==> src/rtl/cgra_cfg_sequencer.sv <==
// rtl/cgra_cfg_sequencer.sv - loads per-PE config registers from a word stream, then releases the array to run
module cgra_cfg_sequencer #(
  parameter int WIDTH  = 64,
  parameter int NUM_PE = 16,
  localparam int IDX_W = $clog2(NUM_PE)
) (
  input  logic              clk,
  input  logic              rst,
  input  logic              start,
  input  logic [IDX_W-1:0]  base_pe,
  input  logic [IDX_W:0]    num_words,
  input  logic              abort,
  input  logic [WIDTH-1:0]  s_data,
  input  logic              s_valid,
  output logic              s_ready,
  output logic [WIDTH-1:0]  cfg_data,
  output logic [NUM_PE-1:0] cfg_we,
  output logic              busy,
  output logic              done,
  output logic              err,
  output logic              run
);

  localparam logic [1:0] IDLE = 2'd0;
  localparam logic [1:0] LOAD = 2'd1;
  localparam logic [1:0] DONE = 2'd2;
  localparam logic [1:0] RUN  = 2'd3;

  localparam logic [IDX_W:0]    MAX_WORDS = (IDX_W + 1)'(NUM_PE);
  localparam logic [NUM_PE-1:0] WE_ONE    = NUM_PE'(1);

  logic [1:0]       state;
  logic [IDX_W-1:0] ptr;
  logic [IDX_W:0]   remaining;
  logic             count_ok;

  assign count_ok = (num_words != '0) && (num_words <= MAX_WORDS);

  // run and done are pure state decodes, so they can never disagree with busy
  assign s_ready = (state == LOAD) && !abort;
  assign busy    = (state == LOAD) || (state == DONE);
  assign done    = (state == DONE);
  assign run     = (state == RUN);

  always_ff @(posedge clk) begin
    if (rst) begin
      state     <= IDLE;
      ptr       <= '0;
      remaining <= '0;
      cfg_data  <= '0;
      cfg_we    <= '0;
      err       <= 1'b0;
    end else begin
      cfg_we <= '0;
      case (state)
        IDLE, RUN: begin
          if (start) begin
            if (count_ok) begin
              ptr       <= base_pe;
              remaining <= num_words;
              err       <= 1'b0;
              state     <= LOAD;
            end else begin
              err <= 1'b1;
            end
          end
        end
        LOAD: begin
          // abort masks s_ready, so a beat arriving with abort is dropped
          if (abort) begin
            err   <= 1'b1;
            state <= IDLE;
          end else if (s_valid) begin
            cfg_data  <= s_data;
            cfg_we    <= WE_ONE << ptr;
            ptr       <= ptr + IDX_W'(1);
            remaining <= remaining - (IDX_W + 1)'(1);
            if (remaining == (IDX_W + 1)'(1)) begin
              state <= DONE;
            end
          end
        end
        DONE: begin
          state <= RUN;
        end
        default: begin
          state <= IDLE;
        end
      endcase
    end
  end

endmodule

==> config.mk <==
export PLATFORM = sky130hd
export DESIGN_NAME = cgra_cfg_sequencer
export DESIGN_NICKNAME = d
export VERILOG_FILES = /design/src/rtl/cgra_cfg_sequencer.sv
export SDC_FILE = /design/constraint.sdc
export NUM_CORES = 1
export LEC_CHECK = 0
export ABC_AREA = 1
export CORE_MARGIN = 5
export CORE_UTILIZATION = 42
export CTS_CLUSTER_SIZE = 24
export DETAILED_ROUTE_END_ITERATION = 8
export PLACE_DENSITY = 0.89
export SLEW_MARGIN = 20
export SYNTH_ARGS = -nofsm -noshare
export SYNTH_HDL_FRONTEND = slang
export SYNTH_SLANG_ARGS = --single-unit
==> constraint.sdc <==
create_clock -name clk -period 2.1 [get_ports clk]
set_input_delay 0.42 -clock clk [delete_from_list [all_inputs] [get_ports clk]]
set_output_delay 0.42 -clock clk [all_outputs]
set_load 0.03 [all_outputs]
==> results of run 1 <==
-- placed cells by master, fill, tap and decap left out --
master / instances
nand3_1: 12
clkbuf_8: 10
nor3_1: 12
dlymetal6s2s_1: 2
clkdlybuf4s50_1: 158
a21oi_2: 1
o21ai_1: 56
nand2_1: 39
mux2i_1: 1
buf_12: 3
a21oi_1: 73
clkinv_4: 1
inv_1: 84
ha_2: 1
nor2_4: 2
nand2_4: 1
clkinv_1: 1
or2_2: 1
buf_4: 5
clkinvlp_4: 3
ha_1: 11
dfxtp_1: 92
inv_2: 2
nand3_4: 1
inv_6: 1
nor2_1: 25
nand4_1: 4
nand3b_1: 1
o21ai_0: 15
nand2_2: 1
clkdlybuf4s15_1: 1
bufinv_16: 1
o21ai_2: 1
-- worst max-delay path by stage --
stage | slack (ns) | endpoint | startpoint | cells past startpoint
finish | 0.12 | busy | state[0] | 4
global route | 0.01 | busy | state[0] | 4
global placement | 0.23 | busy | state[0] | 4
floorplan | 0.48 | state[0] | state[1] | 9
CTS | 0.05 | done | state[0] | 3
detailed placement | 0.20 | busy | state[0] | 4
-- registers in the layout, summed over array words and instances, names as in the netlist --
register and count:
remaining 5, cfg_data 64, state 2, err 1
cfg_we 16, ptr 4
-- routing by layer --
layer | wire length (µm) | vias up | part of all wire [%] | global-route usage (%)
met2 | 5020 | 112 | 51 | 31.3
met4 | 131 | 0 | 1.3 | 5.46
met3 | 617 | 8 | 6.2 | 4.91
met5 | 0 | - | 0 | 0
li1 | - | 1795 | - | -
met1 | 4110 | 1604 | 42 | 21.2
-- what timing repair did --
action,CTS,global route
endpoints found under the setup margin,1,6
hold buffers,0,0
gates resized for setup,1,4
-- cell type report --
type / instances / area, µm² / share of cell area, %
well taps: 108 / 135 / 2.42
clock buffers: 10 / 138 / 2.47
multi-input cells: 258 / 1360 / 24.3
inverters: 88 / 335 / 6.01
clock inverters: 5 / 61.3 / 1.10
repair buffers: 169 / 1710 / 30.7
flip-flops and latches: 92 / 1840 / 33.0
-- report_power, final --
part           total [mW]  switching, mW  internal (mW)
sequential           1.94         0.0808           1.86
combinational        1.08          0.617          0.465
clock                1.18          0.603          0.581
total                4.21           1.30           2.91
-- kinds of logic (layout without fill, tap and decap cells) --
| kind of cell | after synthesis | after routing |
|---|---|---|
| fa+ha+maj | 12 | 12 |
| simple gates | 99 | 99 |
| flops | 92 | 92 |
| buf+inv | 112 | 272 |
| mux | 1 | 1 |
| compound gates | 146 | 146 |
-- through the flow --
| stage | hold WS (ns) | total power [mW] | setup WS (ns) |
|---|---|---|---|
| 6_report | 0.446 | 4.21 | 0.120 |
| 3_3_place_gp | 0.430 | 3.02 | 0.235 |
| 4_1_cts | 0.450 | 4.25 | 0.0454 |
| 3_5_place_dp | 0.436 | 3.06 | 0.196 |
| 2_1_floorplan | 0.435 | 2.62 | 0.477 |
| 5_1_grt | 0.466 | 4.45 | 0.0120 |
-- critical path, stage by stage, from the launching register on --
cell             delay (ns)
dfxtp_1                0.40
inv_1                  0.08
ha_1                   0.31
inv_1                  0.07
clkdlybuf4s15_1        0.38
==> results.md, run 1 <==
- Setup repair after global routing left no endpoint under its margin.
- By count the netlist is led by dfxtp_1, inv_1, a21oi_1.
- The TritonCTS buffer count is 9.
- In this run, the number of DRC markers left after iteration 0 of detailed routing was 100.
- The count of filler cells inserted in the layout is between 700 and 800.
- The kind of launch point of the worst setup path is a register.
- The ratio of final minimum period to clock period is 94.3%.
- The wire length reported by the detailed router is just under 10 mm.
- In this run the mean area of a mapped cell was between 7 and 8 µm².
- The finished cells cover between 0.005 and 0.006 mm².
- The post-synthesis instance total is between 400 and 500.
- The simple-gate area share of the yosys netlist is ~12%.
- The accumulated negative setup slack is 0 ns.
- The number of antenna violations at the first check in global routing is 0.
- The via count of the first global-routing pass is roughly 3500.
- Dividing the detail-routed wire length by the instance count gives ~14 µm.
- The clock net in this run drives a total of slightly above 90 sinks.
- For the worst-skew pair, the clock arrives at the later sink with an insertion delay of between 0.3 and 0.4 ns.
- The core outline area is between 0.008 and 0.009 mm².
- The critical path is of the register to output port type.
- The buffer levels on the longest clock path is 2.
- The most used flip-flop cell after synthesis is dfxtp_1.
- Dividing the detail-routed via count by the number of cells gives ~4.8.
- Measured against its own limit, the worst slew margin works out to 76.5%.
- Including well taps, the total number of placed cells is roughly 720.
- For this run, the register share of the synthesized area comes to between 40% and 50%.
- The post-synthesis share of cell area spent on full adders, half adders and majority gates is 4.07%.
- The tree is rooted in a clkbuf_8.
- The number of cells on the worst reg-to-reg path is 9.
- For this run, the total global-route usage over all layers was measured as ~18%.
- Data on the critical path is required at its endpoint by between 1.5 and 2 ns.
- Max-cap violations in this run came to 0.
- The worst hold path terminates at cfg_data[55].
- In this run the most critical hold path is launched from cfg_data[55].
- The clock tree synthesis step divided the H-tree into 3 levels.
- Across all register-to-register paths, the minimum setup slack is roughly 0.32 ns.
- The final hold violation count is 0.
- Derived from the worst setup path, the maximum achievable clock frequency is 505 MHz.
- Of the cells placed in the final design, the portion with a size suffix greater than 1 is 5.63%.
- Detailed routing inserted a total of ~3500 vias.
- Buffers placed on the I/O ports in this run total around 160.
- The initialized floorplan defines 34 standard-cell rows.
- The number of nets still failing antenna checks after routing is 0.
- The final-stage net count is 708.
- After synthesis, the share of flip-flops with an asynchronous set or reset is 0%.
- The layout overhead on the synthesized area is 51.2%.
- In this run the cell area measured after placement is between 0.005 and 0.006 mm².
- The width of the die is 104 µm.
- Along the worst hold path, the cell count comes to 2.
- Summed over all instances, the cell type with the most area after synthesis is dfxtp_1.
- The routed design could run at a clock period as short as 1.98 ns.
- The class of the tightest hold or removal check is register to register.
- The count of warnings emitted by yosys is 0.
- The die covers 0.0108 mm².
- The buffers inserted during post-CTS setup optimization is 0.
- The worst clock skew is between 0.009 and 0.01 ns.
- The worst register-to-register path ends at remaining[2].
- The total congestion overflow is 0.
- The number of antenna repair diodes is 0.
- The post-synthesis cell area is 0.00369 mm².
- Summing the areas of all compound-gate instances in the mapped netlist gives roughly 20% of the synthesized area.
- At the end of routability-driven placement, the weighted congestion stood at 0.835.
- The post-layout instance count excluding filler cells is 730.
- Once detailed placement completed, the half-perimeter wirelength came to around 7.5 mm.
- The peak fanout along the critical path is 4.
- The count of pins over their slew limit is 0.
- The die span in y is slightly above 100 µm.
- The xor-xnor portion of the synthesized cell area is 0%.
- Setup violations remaining at the end of the flow were counted as 0.
- Across the VDD grid, the largest voltage drop is between 0.4 and 0.5 mV.
- The reg-to-reg critical path startpoint is state[0].
- After synthesis, the largest family of logic cells by area is compound AO/OA/AOI/OAI gates.
- The number of enable-type register cells in the synthesized netlist is 0.
- Yosys attributes the largest share of cell area to dfxtp_1, a21oi_1, inv_1, o21ai_1, ha_1.
- The mux cell area share after synthesis is less than 1%.
- At the worst endpoint, the arrival time is approximately 1.6 ns.
- The transition time of the tightest slew-check pin is ~0.35 ns.
- The maximum number of pins on one net before global-route repair is 69.
- The synthesized net count is approximately 550.
- The flow ran to the end, and the final reports show no timing, DRC or antenna violations.
- For this configuration, the core starts out at a cell density of 42.8%.
- For this design the top-level I/O count stands at around 160.
- The first detailed-routing pass took 4 iterations.
- Summed over its instances, the top area cell type makes up approximately half of the synthesized netlist area.
- Cells fill 64.6% of the core in the end.
- The category of the worst setup path capture point is an output port.
- The clock transition at the register clock pins on the worst setup and hold paths after CTS is ~0.090 ns.
- The TritonCTS clock tree is built.
- The count of distinct cell types in the synthesized netlist is 26.
- The static leakage power is 2.12 nW.
- In the post-synthesis netlist, the cell with the most instances is dfxtp_1.
- For this design the ratio of total power to cell area is between 700 and 800 mW/mm².
- In the routed design, unresolved DRC markers number 0.
- The register bit count reported by yosys is 92.
- The first global-routing pass estimated about 17 mm of wire.
Note: power is estimated with default switching activity, not from simulation.
==> run 2, diff against run 1 <==
SLEW_MARGIN = not set   (was 20)
==> results of run 2 <==
No change in the layout: final DEF, timing and power equal those of run 1.
